==> config.mk <==
export PLATFORM = sky130hd
export DESIGN_NAME = axi4_lite_wr_arbiter
export DESIGN_NICKNAME = d
export VERILOG_FILES = /design/src/rtl/axi4_lite_pkg.sv /design/src/rtl/axi4_lite_wr_arbiter_rr.sv /design/src/rtl/axi4_lite_wr_arbiter.sv
export SDC_FILE = /design/constraint.sdc
export NUM_CORES = 1
export LEC_CHECK = 0
export BUFFER_PORTS_ARGS = -buffer_cell sky130_fd_sc_hd__clkbuf_2
export CAP_MARGIN = 20
export CORE_AREA = 2 2 94 96
export CTS_BUF_LIST = sky130_fd_sc_hd__clkbuf_16
export CTS_CLUSTER_DIAMETER = 50
export DETAILED_ROUTE_END_ITERATION = 10
export DIE_AREA = 0 0 96 98
export PLACE_DENSITY = 0.64
export SLEW_MARGIN = 0
export SYNTH_ARGS = -nofsm -noshare
export SYNTH_HDL_FRONTEND = slang
export SYNTH_SLANG_ARGS = --single-unit
==> constraint.sdc <==
create_clock -name clk -period 1.3 [get_ports clk]
set_input_delay 0.13 -clock clk [delete_from_list [all_inputs] [get_ports clk]]
set_output_delay 0.13 -clock clk [all_outputs]
set_load 0.02 [all_outputs]
==> src/rtl/axi4_lite_pkg.sv <==
// axi4_lite_pkg: definitions shared by the AXI4-Lite write-path arbiter and
// the round-robin pick logic.
//   - AXI response codes (RESP_OKAY .. RESP_DECERR)
//   - write arbiter FSM state encoding (wr_state_e)
//   - onehot_idx: converts a 2-bit one-hot grant into a master index
package axi4_lite_pkg;

   localparam logic [1:0] RESP_OKAY   = 2'b00;
   localparam logic [1:0] RESP_EXOKAY = 2'b01;
   localparam logic [1:0] RESP_SLVERR = 2'b10;
   localparam logic [1:0] RESP_DECERR = 2'b11;

   typedef enum logic [1:0] {
      IDLE      = 2'd0,
      ADDR_DATA = 2'd1,
      RESP      = 2'd2
   } wr_state_e;

   // Index of the granted master. Only a clean 2'b10 maps to master 1, so an
   // empty or corrupted grant falls back to master 0.
   function automatic logic onehot_idx(input logic [1:0] oh);
      return oh[1] & ~oh[0];
   endfunction

endpackage

==> src/rtl/axi4_lite_wr_arbiter_rr.sv <==
// rr_arbiter2: combinational two-requester round-robin pick.
//   req  in  2  request per requester
//   last in  1  index of the requester served most recently
//   win  out 2  one-hot winner, 2'b00 when nobody requests
// When both request, the requester that was not served last wins. The block
// has no state of its own, so it can be reused for the read-path arbiter.
module rr_arbiter2
   import axi4_lite_pkg::*;
(
   input  logic [1:0] req,
   input  logic       last,
   output logic [1:0] win
);

   // Pick the winner from the request pattern and the last-served index.
   always_comb begin
      win = 2'b00;
      case (req)
         2'b01:   win = 2'b01;
         2'b10:   win = 2'b10;
         2'b11:   win = last ? 2'b01 : 2'b10;
         default: win = 2'b00;
      endcase
   end

endmodule

==> src/rtl/axi4_lite_wr_arbiter.sv <==
// axi4_lite_wr_arbiter: shares one AXI4-Lite slave write port (AW, W, B)
// between two masters. Only one write is outstanding at a time. The grant
// is taken in IDLE and held until the B response handshake completes.
// Ports:
//   clk, reset          clock, asynchronous active-low reset
//   m_aw*, m_w*, m_b*   two master write ports, master i in slice i
//   s_aw*, s_w*, s_b*   single slave write port
//   gnt                 one-hot grant, 2'b00 while idle
//   busy                high whenever a transaction is in progress
module axi4_lite_wr_arbiter
   import axi4_lite_pkg::*;
#(
   parameter int ADDR_W = 32,
   parameter int DATA_W = 32
)
(
   input  logic                    clk,
   input  logic                    reset,
   input  logic [2*ADDR_W-1:0]     m_awaddr,
   input  logic [5:0]              m_awprot,
   input  logic [1:0]              m_awvalid,
   output logic [1:0]              m_awready,
   input  logic [2*DATA_W-1:0]     m_wdata,
   input  logic [2*DATA_W/8-1:0]   m_wstrb,
   input  logic [1:0]              m_wvalid,
   output logic [1:0]              m_wready,
   output logic [3:0]              m_bresp,
   output logic [1:0]              m_bvalid,
   input  logic [1:0]              m_bready,
   output logic [ADDR_W-1:0]       s_awaddr,
   output logic [2:0]              s_awprot,
   output logic                    s_awvalid,
   input  logic                    s_awready,
   output logic [DATA_W-1:0]       s_wdata,
   output logic [DATA_W/8-1:0]     s_wstrb,
   output logic                    s_wvalid,
   input  logic                    s_wready,
   input  logic [1:0]              s_bresp,
   input  logic                    s_bvalid,
   output logic                    s_bready,
   output logic [1:0]              gnt,
   output logic                    busy
);

   localparam int STRB_W = DATA_W / 8;

   wr_state_e   state_r;
   logic [1:0]  gnt_r;
   logic        last_r;
   logic        aw_done_r;
   logic        w_done_r;
   logic        busy_r;

   logic [1:0]  req_s;
   logic [1:0]  win_s;
   logic        in_ad_s;
   logic        in_resp_s;
   logic        aw_hs_s;
   logic        w_hs_s;
   logic        b_hs_s;

   // W may arrive before AW, so either channel counts as a request.
   assign req_s = m_awvalid | m_wvalid;

   rr_arbiter2 u_rr (
      .req  (req_s),
      .last (last_r),
      .win  (win_s)
   );

   assign in_ad_s   = (state_r == ADDR_DATA);
   assign in_resp_s = (state_r == RESP);

   // Payload muxes are AND-OR gated by the one-hot grant, so the s_* payload
   // is zero while idle and a non-granted master never leaks through.
   assign s_awaddr = ({ADDR_W{gnt_r[0]}} & m_awaddr[ADDR_W-1:0])
                   | ({ADDR_W{gnt_r[1]}} & m_awaddr[2*ADDR_W-1:ADDR_W]);
   assign s_awprot = ({3{gnt_r[0]}} & m_awprot[2:0])
                   | ({3{gnt_r[1]}} & m_awprot[5:3]);
   assign s_wdata  = ({DATA_W{gnt_r[0]}} & m_wdata[DATA_W-1:0])
                   | ({DATA_W{gnt_r[1]}} & m_wdata[2*DATA_W-1:DATA_W]);
   assign s_wstrb  = ({STRB_W{gnt_r[0]}} & m_wstrb[STRB_W-1:0])
                   | ({STRB_W{gnt_r[1]}} & m_wstrb[2*STRB_W-1:STRB_W]);

   // Handshake qualifiers: AW/W only pass in ADDR_DATA, B only in RESP, and
   // a channel already accepted is masked so it cannot be issued twice.
   assign s_awvalid = in_ad_s & (|(m_awvalid & gnt_r)) & ~aw_done_r;
   assign m_awready = {2{in_ad_s & s_awready & ~aw_done_r}} & gnt_r;
   assign s_wvalid  = in_ad_s & (|(m_wvalid & gnt_r)) & ~w_done_r;
   assign m_wready  = {2{in_ad_s & s_wready & ~w_done_r}} & gnt_r;
   assign s_bready  = in_resp_s & (|(m_bready & gnt_r));
   assign m_bvalid  = {2{in_resp_s & s_bvalid}} & gnt_r;
   assign m_bresp   = {s_bresp, s_bresp};

   assign aw_hs_s = s_awvalid & s_awready;
   assign w_hs_s  = s_wvalid & s_wready;
   assign b_hs_s  = s_bvalid & s_bready;

   assign gnt  = gnt_r;
   assign busy = busy_r;

   // Arbitration FSM: grant in IDLE, track AW/W completion, release on B.
   always_ff @(posedge clk or negedge reset) begin
      if (!reset) begin
         state_r   <= IDLE;
         gnt_r     <= 2'b00;
         last_r    <= 1'b1;
         aw_done_r <= 1'b0;
         w_done_r  <= 1'b0;
         busy_r    <= 1'b0;
      end else begin
         case (state_r)
            IDLE: begin
               if (|req_s) begin
                  gnt_r   <= win_s;
                  busy_r  <= 1'b1;
                  state_r <= ADDR_DATA;
               end
            end
            ADDR_DATA: begin
               if (aw_hs_s) begin
                  aw_done_r <= 1'b1;
               end
               if (w_hs_s) begin
                  w_done_r <= 1'b1;
               end
               // Covers AW and W completing in the same cycle as well as
               // the second one completing after the first.
               if ((aw_done_r | aw_hs_s) & (w_done_r | w_hs_s)) begin
                  state_r <= RESP;
               end
            end
            RESP: begin
               if (b_hs_s) begin
                  last_r    <= onehot_idx(gnt_r);
                  gnt_r     <= 2'b00;
                  aw_done_r <= 1'b0;
                  w_done_r  <= 1'b0;
                  busy_r    <= 1'b0;
                  state_r   <= IDLE;
               end
            end
            default: begin
               gnt_r     <= 2'b00;
               aw_done_r <= 1'b0;
               w_done_r  <= 1'b0;
               busy_r    <= 1'b0;
               state_r   <= IDLE;
            end
         endcase
      end
   end

endmodule

==> out/qor.yml <==
power_density_nw_per_um2: 2120
async_flop_share_pct: 100
grt_antenna_before_repair: 0
ys_seq_area_share_pct: 15.4
drive_gt1_share_pct: 81.9
cts_buffers: 3
fp-row-count: 34
timing.final.ws_setup_ps: -212
htreeDepth: 1
setup-violations-final: 86
r2r-end: "gnt[1]$_DFFE_PN0P_"
instances_no_fill: 489
fin_crit_ps: 1510
pwr-share-comb_pct: 83.9
synth_edf_count: 0
swShare_pct: 49.0
cp-end-kind: "output pin"
whs_ps: 190
die_x_um: 96
dieArea_um2: 9410
root_buffer: "clkbuf_16"
route.vias.total: 2243
use_met2_pct: 24.4
path_class: "reg -> out"
antennaDiodeCount: 0
synth-seq-cells: 8
cap_violations: 0
final_cell_area_um2: 3260
synth_cells: 151
synth.most_common_cell: "a22o_1"
insertion_delay_ps: 240
die_y_um: 98
drt-vias-per-instance: 4.59
layout.nets: 537
cp_data_arrival_time_ps: 1380
overflow: 0
hold-path-cell-count: 3
areaGrowthSynthToFinish_pct: 149
synthTopCellsByArea: "a22o_1, dfrtp_1, buf_2, and3_1, buf_4"
p_int_mw: 3.52
rsz0062_at_grt: "yes"
grt_max_degree: 45
fmax_mhz: 662
core_area_um2: 8470
synth_top_area_cell: "a22o_1"
synth_top_area_share_pct: 48.1
drv_slew: 0
hold_viol: 0
fin_crit_sh_pct: 116
rrSetupSlack_ps: -110
cts_tree: "yes"
wl_per_cell_um: 15.7
antenna_left: 0
ys_types: 28
outcome: "complete, but fails checks"
worst_pin_slew_ps: 285
relSlewSlack_pct: 80.9
cp-start-kind: "flop"
busiest_layer: "met2"
tns_ps: -14120
synth_nets: 306
ioPinCount: 242
dp.cells: 480
fill_cells: 865
place_area_um2: 2940
synth_area_per_cell_um2: 8.68
r2r_cells: 6
synthFlopType: "dfrtp_1"
portBuffers: 235
hold_class: "in -> reg"
cts_sinks: 8
crit_fanout: 32
drt_iter0_markers: 48
dp_hpwl_um: 6440
clk_pin_slew_worst_paths_ps: 40
met1_usage_pct: 17.8
drtPass1Iterations: 4
critical_path_required_ps: 1170
r2r_start: "gnt[0]$_DFFE_PN0P_"
routed_wl_um: 7700
peakVddDrop_mv: 0.810
first_global_vias: 2221
pwr-share-clk_pct: 7.7
start_util_pct: 15.5
min_to: "last_r$_DFFE_PN1P_"
synth_area_um2: 1310
drc: 0
grt_pass1_wl_um: 10900
track_usage_pct: 14.5
post-place-ws_ps: -13.4
min_from: "m_bready[0]"
violations: "setup timing"
synth_common_cells: "a22o_1, buf_2, dfrtp_1"
p_leak_nw: 1.90
clock_skew_ps: 2.66
yosys_warnings: 0
power_frac_seq_pct: 8.4
cts.path.max_buffers: 2
design_power_total_mw: 6.91
place_congestion: 0.824
post-route-util_pct: 38.5
gr-usage-met3_pct: 5.25
p_sw_mw: 3.39
critical path, cell delays in order, from the launching register on:
cell	delay (ps)
dfrtp_4	510
buf_12	190
a22o_4	270
buf_2	160
power by group through the flow:
stage | Combinational (mW) | Clock [mW] | Sequential, mW
after floorplan | 3.83 | 0 | 0.505
after global placement | 5.21 | 0 | 0.585
after CTS | 5.56 | 0.547 | 0.567
after global routing | 6.16 | 0.554 | 0.603
final | 5.80 | 0.532 | 0.578
after detailed placement | 5.27 | 0 | 0.590
sequential cells by signal (all words and copies together), names as in the netlist:
name / flops
last_r: 1
gnt: 2
w_done_r: 1
aw_done_r: 1
state_r: 2
busy: 1
worst max path at each step:
stage                                 from            endpoint  slack, ps
finish                  gnt[0]$_DFFE_PN0P_          s_wdata[8]       -210
CTS                     gnt[0]$_DFFE_PN0P_        s_awaddr[22]       -210
global route            gnt[0]$_DFFE_PN0P_          s_wdata[8]       -240
detailed placement      gnt[1]$_DFFE_PN0P_  gnt[0]$_DFFE_PN0P_        -10
global placement        gnt[1]$_DFFE_PN0P_  gnt[0]$_DFFE_PN0P_       -0.3
floorplan           state_r[1]$_DFFE_PN0P_           s_awvalid        -50
cell families after synthesis:
logic type	count (synthesis)	share of synthesized area (%)
and+or+nand+nor	23	10.9
buffers and inverters	26	11.7
AOI/OAI and AO/OA	94	62.1
DFF	8	15.4
placed cells by master (no fill, tap or decap), drive strengths merged, types with 2 or more instances in the layout:
cell and n:
clkbuf 197, a22o 72, buf 55, dfrtp 7, and3 6, nor2 6
a21oi 5, o22ai 4, nor2b 4, inv 3, a22oi 3, nor3 3
nand2 2, o21ai 2, o2bb2ai 2
per-layer routing:
metal,share of wire [%],up-vias
met1,39,1020
li1,-,1082
met3,13,5
met2,48,136
met4,0.56,0
met5,0,-
cell type report:
type	instances	area (um^2)	share of cell area (%)
clock buffer	3	75.1	2.30
sequential	8	210	6.44
tap	108	135	4.14
inverter	2	7.51	0.230
multi-input combinational	117	1340	41.0
clock inverter	1	3.75	0.115
timing repair buffer	250	1490	45.7
what timing repair did:
item | in CTS | in global routing
hold buffers | 1 | 0
pin swaps | 1 | 1
hold endpoints to repair | 8 | 0
gates cloned | 0 | 0
gates resized for setup | 21 | 77
endpoints found under the setup margin | 83 | 89
setup buffers | 5 | 0
No activity file was read; power rests on OpenSTA's default activity.
